===== src/rtl/seg_execute_alu_mc.sv =====
// seg_execute_alu_mc: EX-stage ALU with single-cycle logic/arith/shift/compare
// ops and an iterative shift-add multiplier / restoring divider that writes
// internal HI/LO registers. o_busy stalls the pipeline while the unit runs.
module seg_execute_alu_mc #(
  parameter int NB_DATA   = 32,
  parameter int NB_ALUCTL = 5,
  parameter int NB_SHAMT  = 5
) (
  input  logic                 i_clk,
  input  logic                 i_rst_n,
  input  logic                 i_valid,
  input  logic                 i_flush,
  input  logic [NB_ALUCTL-1:0] i_ALUctl,
  input  logic [NB_DATA-1:0]   i_data_a,
  input  logic [NB_DATA-1:0]   i_data_b,
  input  logic [NB_SHAMT-1:0]  i_shamt,
  output logic [NB_DATA-1:0]   o_ALUOut,
  output logic                 o_zero,
  output logic                 o_overflow,
  output logic                 o_busy,
  output logic                 o_done
);

  localparam logic [NB_ALUCTL-1:0] OP_AND   = NB_ALUCTL'(5'b00000);
  localparam logic [NB_ALUCTL-1:0] OP_OR    = NB_ALUCTL'(5'b00001);
  localparam logic [NB_ALUCTL-1:0] OP_ADD   = NB_ALUCTL'(5'b00010);
  localparam logic [NB_ALUCTL-1:0] OP_SUB   = NB_ALUCTL'(5'b00110);
  localparam logic [NB_ALUCTL-1:0] OP_SLT   = NB_ALUCTL'(5'b00111);
  localparam logic [NB_ALUCTL-1:0] OP_SLTU  = NB_ALUCTL'(5'b01000);
  localparam logic [NB_ALUCTL-1:0] OP_NOR   = NB_ALUCTL'(5'b01100);
  localparam logic [NB_ALUCTL-1:0] OP_XOR   = NB_ALUCTL'(5'b01101);
  localparam logic [NB_ALUCTL-1:0] OP_SLL   = NB_ALUCTL'(5'b10000);
  localparam logic [NB_ALUCTL-1:0] OP_SRL   = NB_ALUCTL'(5'b10001);
  localparam logic [NB_ALUCTL-1:0] OP_SRA   = NB_ALUCTL'(5'b10010);
  localparam logic [NB_ALUCTL-1:0] OP_LUI   = NB_ALUCTL'(5'b10011);
  localparam logic [NB_ALUCTL-1:0] OP_MULT  = NB_ALUCTL'(5'b11000);
  localparam logic [NB_ALUCTL-1:0] OP_MULTU = NB_ALUCTL'(5'b11001);
  localparam logic [NB_ALUCTL-1:0] OP_DIV   = NB_ALUCTL'(5'b11010);
  localparam logic [NB_ALUCTL-1:0] OP_DIVU  = NB_ALUCTL'(5'b11011);
  localparam logic [NB_ALUCTL-1:0] OP_MFHI  = NB_ALUCTL'(5'b11100);
  localparam logic [NB_ALUCTL-1:0] OP_MFLO  = NB_ALUCTL'(5'b11101);

  localparam int NB_CNT = $clog2(NB_DATA + 1);
  localparam int MSB    = NB_DATA - 1;

  typedef enum logic [1:0] {ST_IDLE, ST_RUN, ST_FIX} state_t;

  state_t                state_reg;
  logic [NB_CNT-1:0]     cnt_reg;
  logic [NB_DATA-1:0]    hi_reg;
  logic [NB_DATA-1:0]    lo_reg;
  logic [NB_DATA-1:0]    acc_hi_reg;   // product high half / partial remainder
  logic [NB_DATA-1:0]    acc_lo_reg;   // multiplier bits / dividend-quotient bits
  logic [NB_DATA-1:0]    op_b_reg;     // multiplicand or divisor magnitude
  logic                  is_div_reg;
  logic                  neg_q_reg;    // negate product / quotient at FIX
  logic                  neg_r_reg;    // negate remainder at FIX (dividend sign)
  logic                  div_zero_reg;
  logic                  done_reg;

  // Operand decode for the accept edge
  logic                  md_op;
  logic                  md_div;
  logic                  md_signed;
  logic                  sign_a;
  logic                  sign_b;
  logic [NB_DATA-1:0]    mag_a;
  logic [NB_DATA-1:0]    mag_b;

  // Per-iteration and final-correction values
  logic [NB_DATA:0]      mul_sum;
  logic [NB_DATA:0]      div_shift;
  logic                  div_ge;
  logic [NB_DATA-1:0]    div_sub;
  logic [NB_DATA-1:0]    acc_hi_next;
  logic [NB_DATA-1:0]    acc_lo_next;
  logic [2*NB_DATA-1:0]  prod_mag;
  logic [2*NB_DATA-1:0]  prod_fix;
  logic [NB_DATA-1:0]    fix_hi;
  logic [NB_DATA-1:0]    fix_lo;

  // Single-cycle datapath
  logic [NB_DATA-1:0]    add_res;
  logic [NB_DATA-1:0]    sub_res;
  logic [NB_DATA-1:0]    alu_out;
  logic                  alu_ovf;

  assign md_op     = (i_ALUctl == OP_MULT) || (i_ALUctl == OP_MULTU) ||
                     (i_ALUctl == OP_DIV)  || (i_ALUctl == OP_DIVU);
  assign md_div    = (i_ALUctl == OP_DIV)  || (i_ALUctl == OP_DIVU);
  assign md_signed = (i_ALUctl == OP_MULT) || (i_ALUctl == OP_DIV);
  assign sign_a    = md_signed & i_data_a[MSB];
  assign sign_b    = md_signed & i_data_b[MSB];
  assign mag_a     = sign_a ? -i_data_a : i_data_a;
  assign mag_b     = sign_b ? -i_data_b : i_data_b;

  // One shift-add or restoring-divide step on the accumulator pair
  always_comb begin
    mul_sum     = {1'b0, acc_hi_reg} + (acc_lo_reg[0] ? {1'b0, op_b_reg} : '0);
    div_shift   = {acc_hi_reg, acc_lo_reg[MSB]};
    div_ge      = div_shift >= {1'b0, op_b_reg};
    // True difference is below the divisor, so modulo-2^N arithmetic is exact
    div_sub     = div_shift[MSB:0] - op_b_reg;
    acc_hi_next = acc_hi_reg;
    acc_lo_next = acc_lo_reg;
    if (is_div_reg) begin
      acc_hi_next = div_ge ? div_sub : div_shift[MSB:0];
      acc_lo_next = {acc_lo_reg[MSB-1:0], div_ge};
    end else begin
      acc_hi_next = mul_sum[NB_DATA:1];
      acc_lo_next = {mul_sum[0], acc_lo_reg[MSB:1]};
    end
  end

  // Sign correction applied on the FIX edge
  always_comb begin
    prod_mag = {acc_hi_reg, acc_lo_reg};
    prod_fix = neg_q_reg ? -prod_mag : prod_mag;
    fix_hi   = prod_fix[2*NB_DATA-1:NB_DATA];
    fix_lo   = prod_fix[MSB:0];
    if (is_div_reg) begin
      // Remainder follows the dividend, so a zero divisor leaves HI = dividend
      fix_hi = neg_r_reg ? -acc_hi_reg : acc_hi_reg;
      fix_lo = div_zero_reg ? '1 : (neg_q_reg ? -acc_lo_reg : acc_lo_reg);
    end
  end

  // Multiply/divide sequencer and HI/LO update
  always_ff @(posedge i_clk or negedge i_rst_n) begin
    if (!i_rst_n) begin
      state_reg    <= ST_IDLE;
      cnt_reg      <= '0;
      hi_reg       <= '0;
      lo_reg       <= '0;
      acc_hi_reg   <= '0;
      acc_lo_reg   <= '0;
      op_b_reg     <= '0;
      is_div_reg   <= 1'b0;
      neg_q_reg    <= 1'b0;
      neg_r_reg    <= 1'b0;
      div_zero_reg <= 1'b0;
      done_reg     <= 1'b0;
    end else begin
      done_reg <= 1'b0;
      if (i_flush) begin
        state_reg <= ST_IDLE;
      end else begin
        case (state_reg)
          ST_IDLE: begin
            if (i_valid && md_op) begin
              acc_hi_reg   <= '0;
              acc_lo_reg   <= mag_a;
              op_b_reg     <= mag_b;
              is_div_reg   <= md_div;
              neg_q_reg    <= sign_a ^ sign_b;
              neg_r_reg    <= sign_a;
              div_zero_reg <= (i_data_b == '0);
              cnt_reg      <= NB_CNT'(NB_DATA);
              state_reg    <= ST_RUN;
            end
          end
          ST_RUN: begin
            acc_hi_reg <= acc_hi_next;
            acc_lo_reg <= acc_lo_next;
            cnt_reg    <= cnt_reg - 1'b1;
            if (cnt_reg == NB_CNT'(1)) begin
              state_reg <= ST_FIX;
            end
          end
          ST_FIX: begin
            hi_reg    <= fix_hi;
            lo_reg    <= fix_lo;
            done_reg  <= 1'b1;
            state_reg <= ST_IDLE;
          end
          default: state_reg <= ST_IDLE;
        endcase
      end
    end
  end

  assign add_res = i_data_a + i_data_b;
  assign sub_res = i_data_a - i_data_b;

  // Single-cycle result mux and signed overflow flag
  always_comb begin
    alu_out = '0;
    alu_ovf = 1'b0;
    case (i_ALUctl)
      OP_AND:  alu_out = i_data_a & i_data_b;
      OP_OR:   alu_out = i_data_a | i_data_b;
      OP_ADD: begin
        alu_out = add_res;
        alu_ovf = (i_data_a[MSB] == i_data_b[MSB]) && (add_res[MSB] != i_data_a[MSB]);
      end
      OP_SUB: begin
        alu_out = sub_res;
        alu_ovf = (i_data_a[MSB] != i_data_b[MSB]) && (sub_res[MSB] != i_data_a[MSB]);
      end
      OP_NOR:  alu_out = ~(i_data_a | i_data_b);
      OP_XOR:  alu_out = i_data_a ^ i_data_b;
      OP_SLT:  alu_out = {{(NB_DATA-1){1'b0}}, ($signed(i_data_a) < $signed(i_data_b))};
      OP_SLTU: alu_out = {{(NB_DATA-1){1'b0}}, (i_data_a < i_data_b)};
      OP_SLL:  alu_out = i_data_b << i_shamt;
      OP_SRL:  alu_out = i_data_b >> i_shamt;
      OP_SRA:  alu_out = $unsigned($signed(i_data_b) >>> i_shamt);
      OP_LUI:  alu_out = i_data_b << (NB_DATA / 2);
      OP_MFHI: alu_out = hi_reg;
      OP_MFLO: alu_out = lo_reg;
      default: begin
        alu_out = '0;
        alu_ovf = 1'b0;
      end
    endcase
  end

  assign o_ALUOut   = alu_out;
  assign o_zero     = (alu_out == '0);
  assign o_overflow = alu_ovf;
  assign o_busy     = (state_reg != ST_IDLE);
  assign o_done     = done_reg;

endmodule


===== config.mk =====
export PLATFORM = sky130hd
export DESIGN_NAME = seg_execute_alu_mc
export DESIGN_NICKNAME = d
export VERILOG_FILES = /design/src/rtl/seg_execute_alu_mc.sv
export SDC_FILE = /design/constraint.sdc
export NUM_CORES = 1
export LEC_CHECK = 0
export ABC_AREA = 1
export BUFFER_PORTS_ARGS = -buffer_cell sky130_fd_sc_hd__buf_2
export CORE_MARGIN = 3
export CORE_UTILIZATION = 35
export CTS_CLUSTER_SIZE = 25
export DETAILED_ROUTE_END_ITERATION = 10
export GPL_TIMING_DRIVEN = 0
export MAX_ROUTING_LAYER = met4
export PLACE_DENSITY_LB_ADDON = 0.3
export SLEW_MARGIN = 20
export SYNTH_ARGS = -nofsm -noshare
export SYNTH_HDL_FRONTEND = slang
export SYNTH_SLANG_ARGS = --single-unit

===== constraint.sdc =====
create_clock -name i_clk -period 3.7 [get_ports i_clk]
set_input_delay 0.185 -clock i_clk [delete_from_list [all_inputs] [get_ports i_clk]]
set_output_delay 0.185 -clock i_clk [all_outputs]
set_load 0.01 [all_outputs]

### After elaboration in Yosys (flattened, before gate mapping)

Cells that the tools add are included.

* $add $sub $neg: 10
* magnitude comparators: 3
* eq/ne operators: 27
* shift-type cells: 3
* multiplexer cells: 26
* bitwise gates (word level): 8
* reduce and logical (&&, ||, !) cells: 18

Operators by type and width (number)
* one-hot mux 32 bit (14 select lines): 1
* 2-to-1 mux 32 bit: 13
* negation 32 bit: 4
* one-hot mux 32 bit (2 select lines): 2
* logical NOT 32 bit: 2
* less-than comparator 32 bit: 2
* 2-to-1 mux 64 bit: 1
* negation 64 bit: 1
* subtractor 32 bit: 2
* == test 5 bit, second input constant: 10
* adder 32 x 32 -> 33 bit: 1
* greater-or-equal comparator 33 x 32 -> 1 bit: 1
* adder 32 bit: 1
* bitwise AND 32 bit: 1
* NOT 32 bit: 1
* bitwise OR 32 bit: 1
* left shift 32 x 5 -> 32 bit: 1
* >> shifter 32 x 5 -> 32 bit: 1
* >>> shifter 32 x 5 -> 32 bit: 1
* XOR 32 bit: 1
* == test 5 x 4 -> 1 bit, second input constant: 3
* one-hot mux 6 bit (2 select lines): 1
* == test 5 x 3 -> 1 bit, second input constant: 2
* == test 6 x 1 -> 1 bit, second input constant: 1
* other kinds (24): 40

* register bits after elaboration: 173
* output and inout port bits: 36
* word-level logic and storage cells: 107

### Longest topological paths before layout

* word-level depth: 8
* depth in mapped cells: 23

### Least setup slack after synthesis

Ideal clock, no wire load.

* path type: reg-to-reg
* start point: reg acc_lo_reg[0]
* end point: reg acc_hi_reg[29]
* library setup time: 66 ps
* arrival: 2632 ps
* setup slack: 1003 ps
* cell stages (with the launch flop): 19
* path buffers: 2
* period minus slack after synthesis: 2697 ps
* path through: dfrtp_1 > clkbuf_1 > clkbuf_1 > nand2_1 > inv_1 > ha_1 > fa_1 > nand2_1 > nand2_1 > o21ai_0 > o21ai_0 > nand4_1 > nand3_1 > nand2_1 > o211ai_1 > or2_2 > nand2_1 > nand3_1 > nand2_1

* cells in the longest elaborated chain, start to end: 4

RTL lines
* from (decl): RTL line 53 `logic [NB_DATA-1:0] acc_lo_reg;`
* from (signal assigned): RTL line 152 `acc_lo_reg <= mag_a;`
* from (signal assigned): RTL line 164 `acc_lo_reg <= acc_lo_next;`
* 2-to-1 mux 32 bit: RTL line 99 `mul_sum = {1'b0, acc_hi_reg} + (acc_lo_reg[0] ? {1'b0, op_b_reg} : '0);`
* adder 32 x 32 -> 33 bit: RTL line 99
* 2-to-1 mux 32 bit: RTL line 106 `if (is_div_reg) begin`
* one-hot mux 32 bit (2 select lines): RTL line 148 `case (state_reg)`
* to (signal assigned): RTL line 163 `acc_hi_reg <= acc_hi_next;`
* to (decl): RTL line 52 `logic [NB_DATA-1:0] acc_hi_reg;`

Every way passes these cells.
A chain may end at the register's enable or synchronous reset.

### Worst setup path in the final report

* start point: in i_data_b[3]
* end point: out o_zero

* cells in the longest elaborated chain, start to end: 4
* elaborated cells between the ends (all ways): 13

RTL lines
* from (decl): RTL line 15 `input logic [NB_DATA-1:0] i_data_b,`
* branches (longest 2 deep; another with subtractor 32 bit)
* one-hot mux 32 bit (14 select lines) *: RTL line 189 `case (i_ALUctl)`
* logical NOT 32 bit *: RTL line 218 `assign o_zero = (alu_out == '0);`
* to (decl): RTL line 18 `output logic o_zero,`

Every way passes the cells marked *.

==> reports/qor.yml <==
status: "finished clean"
vias_per_cell: 5.82
grt_antenna_before_repair: 6
gp_congestion: 1.06
vias: 35400
clkSinkCount: 173
max_clock_freq_mhz: 279
slew_headroom: 0.224
hold_class: "in -> async"
synth.net_count: 5161
end_kind: "output port"
crit_fanout: 9
period_minus_slack_ns: 3.59
numCtsBuffers: 17
whs_ns: 0.168
syn_avg_cell_area_um2: 5.52
cp-start-kind: "input pin"
ir_drop_mv: 0.372
finalMaxSlewViolations: 0
required_ns: 3.51
drt_wl_total_mm: 160
die_h_um: 284
ant_nets: 0
yosys.area_share.adder: 0.0838
ys.warnings.count: 0
wl_per_cell_um: 26.3
final_core_util: 0.390
pre_cts_ws_ns: -0.637
worstSetupPathType: "in -> out"
cts-root-buf: "clkbuf_16"
async_reset_ff_frac: 1.00
port_buffers: 109
grt_pass1_wl_mm: 228
firstDrtPassIters: 6
nets: 5295
ys.flop_type: "dfrtp_1"
grt_pass1_vias: 32300
grt_max_degree: 84
drcViolationCount: 0
grt-ovfl-total: 0
die_area_um2: 80700
initial_core_util: 0.355
cap_violations: 0
reg2reg_from: "acc_hi_reg[22]"
p_leak_nw: 15.6
ys_seq_area_frac: 0.160
finalInstanceArea_um2: 29800
power.density_nw_per_um2: 475
critPathLaunch: "i_data_b[3]"
clk_pin_slew_ns: 0.08
synth_edf_count: 0
io_pins: 114
worstPathArrival_ns: 3.40
hold_violations: 0
final_common_cell: "nand2_1"
muxShareOfSynthArea: 0.000370
die_w_um: 284
dp_hpwl_mm: 134
core_area_um2: 76300
finalWorstSetupSlack_ns: 0.113
drive_gt1_frac: 0.0632
clk_latency_ns: 0.47
yosys.area_share.simple: 0.447
h-tree-depth: 4
dpl_cell_area_um2: 29000
synth_seq_cells: 173
cts_tree: "done"
period_share: 0.970
drt-initial-drc-count: 4866
synth-compound-area-share: 0.158
syn_area_um2: 27100
gr-usage-all-layers: 0.393
skew_ns: 0.0138
synthCells: 4904
synth_xor_area_frac: 0.0298
synth_cell_types: 60
final_cell_mix: "nand2_1, nand3_1, inv_1"
setup_viol: 0
fp-row-count: 101
worst_slew_pin_slew_ns: 1.16
clock_path_buffers: 2
area_delta_synth_final_pct: 9.87
synth_top_family_by_area: "simple AND/OR/NAND/NOR gates"
rsz0062_at_grt: "no"
per-stage QoR:
| stage | setup TNS, ns | cells | total power (W) |
|---|---|---|---|
| 2_1_floorplan | 0 | 4904 | 0.00855 |
| 3_3_place_gp | -114.35 | 6043 | 0.0119 |
| 3_5_place_dp | -1.98 | 6045 | 0.0119 |
| 4_1_cts | 0 | 6074 | 0.0137 |
| 5_1_grt | 0 | 6088 | 0.0150 |
| 6_report | 0 | 6090 | 0.0141 |
worst paths after layout:
path / to / slack (ns) / cells after the start
setup / recovery: o_zero / 0.11 / 19
hold / removal: acc_hi_reg[20] / 0.17 / 2
setup reg to reg: acc_hi_reg[19] / 0.19 / 13
hold reg to reg: hi_reg[17] / 0.50 / 2
max in group asynchronous: lo_reg[21] / 2.78 / 3
min in group i_clk: acc_lo_reg[31] / 0.17 / 3
critical path, cell delays in order:
cell	delay, ns
buf_2	0.35
clkinvlp_4	0.21
ha_1	0.30
buf_2	0.23
nand2_1	0.10
nand3_1	0.23
nand2_1	0.11
nand2_1	0.11
nand2_1	0.05
nand3_1	0.07
nand3_1	0.11
nor2_1	0.45
nand3_1	0.25
nor2_1	0.14
nand2_1	0.06
nor2_1	0.12
nand2_1	0.07
nor2_1	0.09
buf_2	0.13
layer usage:
layer / up-vias / track usage / part of all wire
met3: 320 / 0.0836 / 0.11
met1: 16700 / 0.536 / 0.43
li1: 16200 / - / -
met5: - / - / 0
met4: 0 / 0.140 / 0.041
met2: 2136 / 0.572 / 0.42
cells in the mapped netlist, types with 23 or more instances:
cell type     n  share of area
clkbuf_1    103          0.014
o22ai_1      29         0.0067
dfrtp_1     173           0.16
ha_1        175          0.081
xor2_1       82          0.027
nand4_1      69          0.016
a21oi_1     259          0.048
nand3_1     628           0.12
buf_2        66          0.012
o21ai_0     314          0.058
nand2_1    1497           0.21
o211ai_1     24         0.0067
nor3_1       65          0.012
inv_1       628          0.087
a31oi_1      23         0.0053
nor2_1      485          0.067
layout make-up:
cell class	instances	area [um2]
Buffer	190	843
Fill cell	8970	46600
Sequential cell	173	4330
Clock inverter	13	120
Inverter	647	2450
Tap cell	1030	1290
Clock buffer	19	453
Timing Repair Buffer	123	716
Antenna cell	9	22.5
Multi-Input combinational cell	3886	19500
where the power goes:
group | internal, W | switching, W
sequential | 0.00243 | 0.000946
clock | 0.000927 | 0.000944
combinational | 0.00256 | 0.00632
timing repair:
item,CTS,global route
endpoints found under the setup margin,8,7
gates resized for setup,4,31
endpoints found under the hold margin,95,0
setup buffers,0,11
hold buffers,1,0
pin swaps,0,0
logic make-up after synthesis:
group | after synthesis
xor+xnor | 92
compound gates | 767
fa+ha+maj | 179
mux | 1
flops | 173
buf+inv | 845
simple gates | 2847
Note: power is estimated with default switching activity, not from simulation.
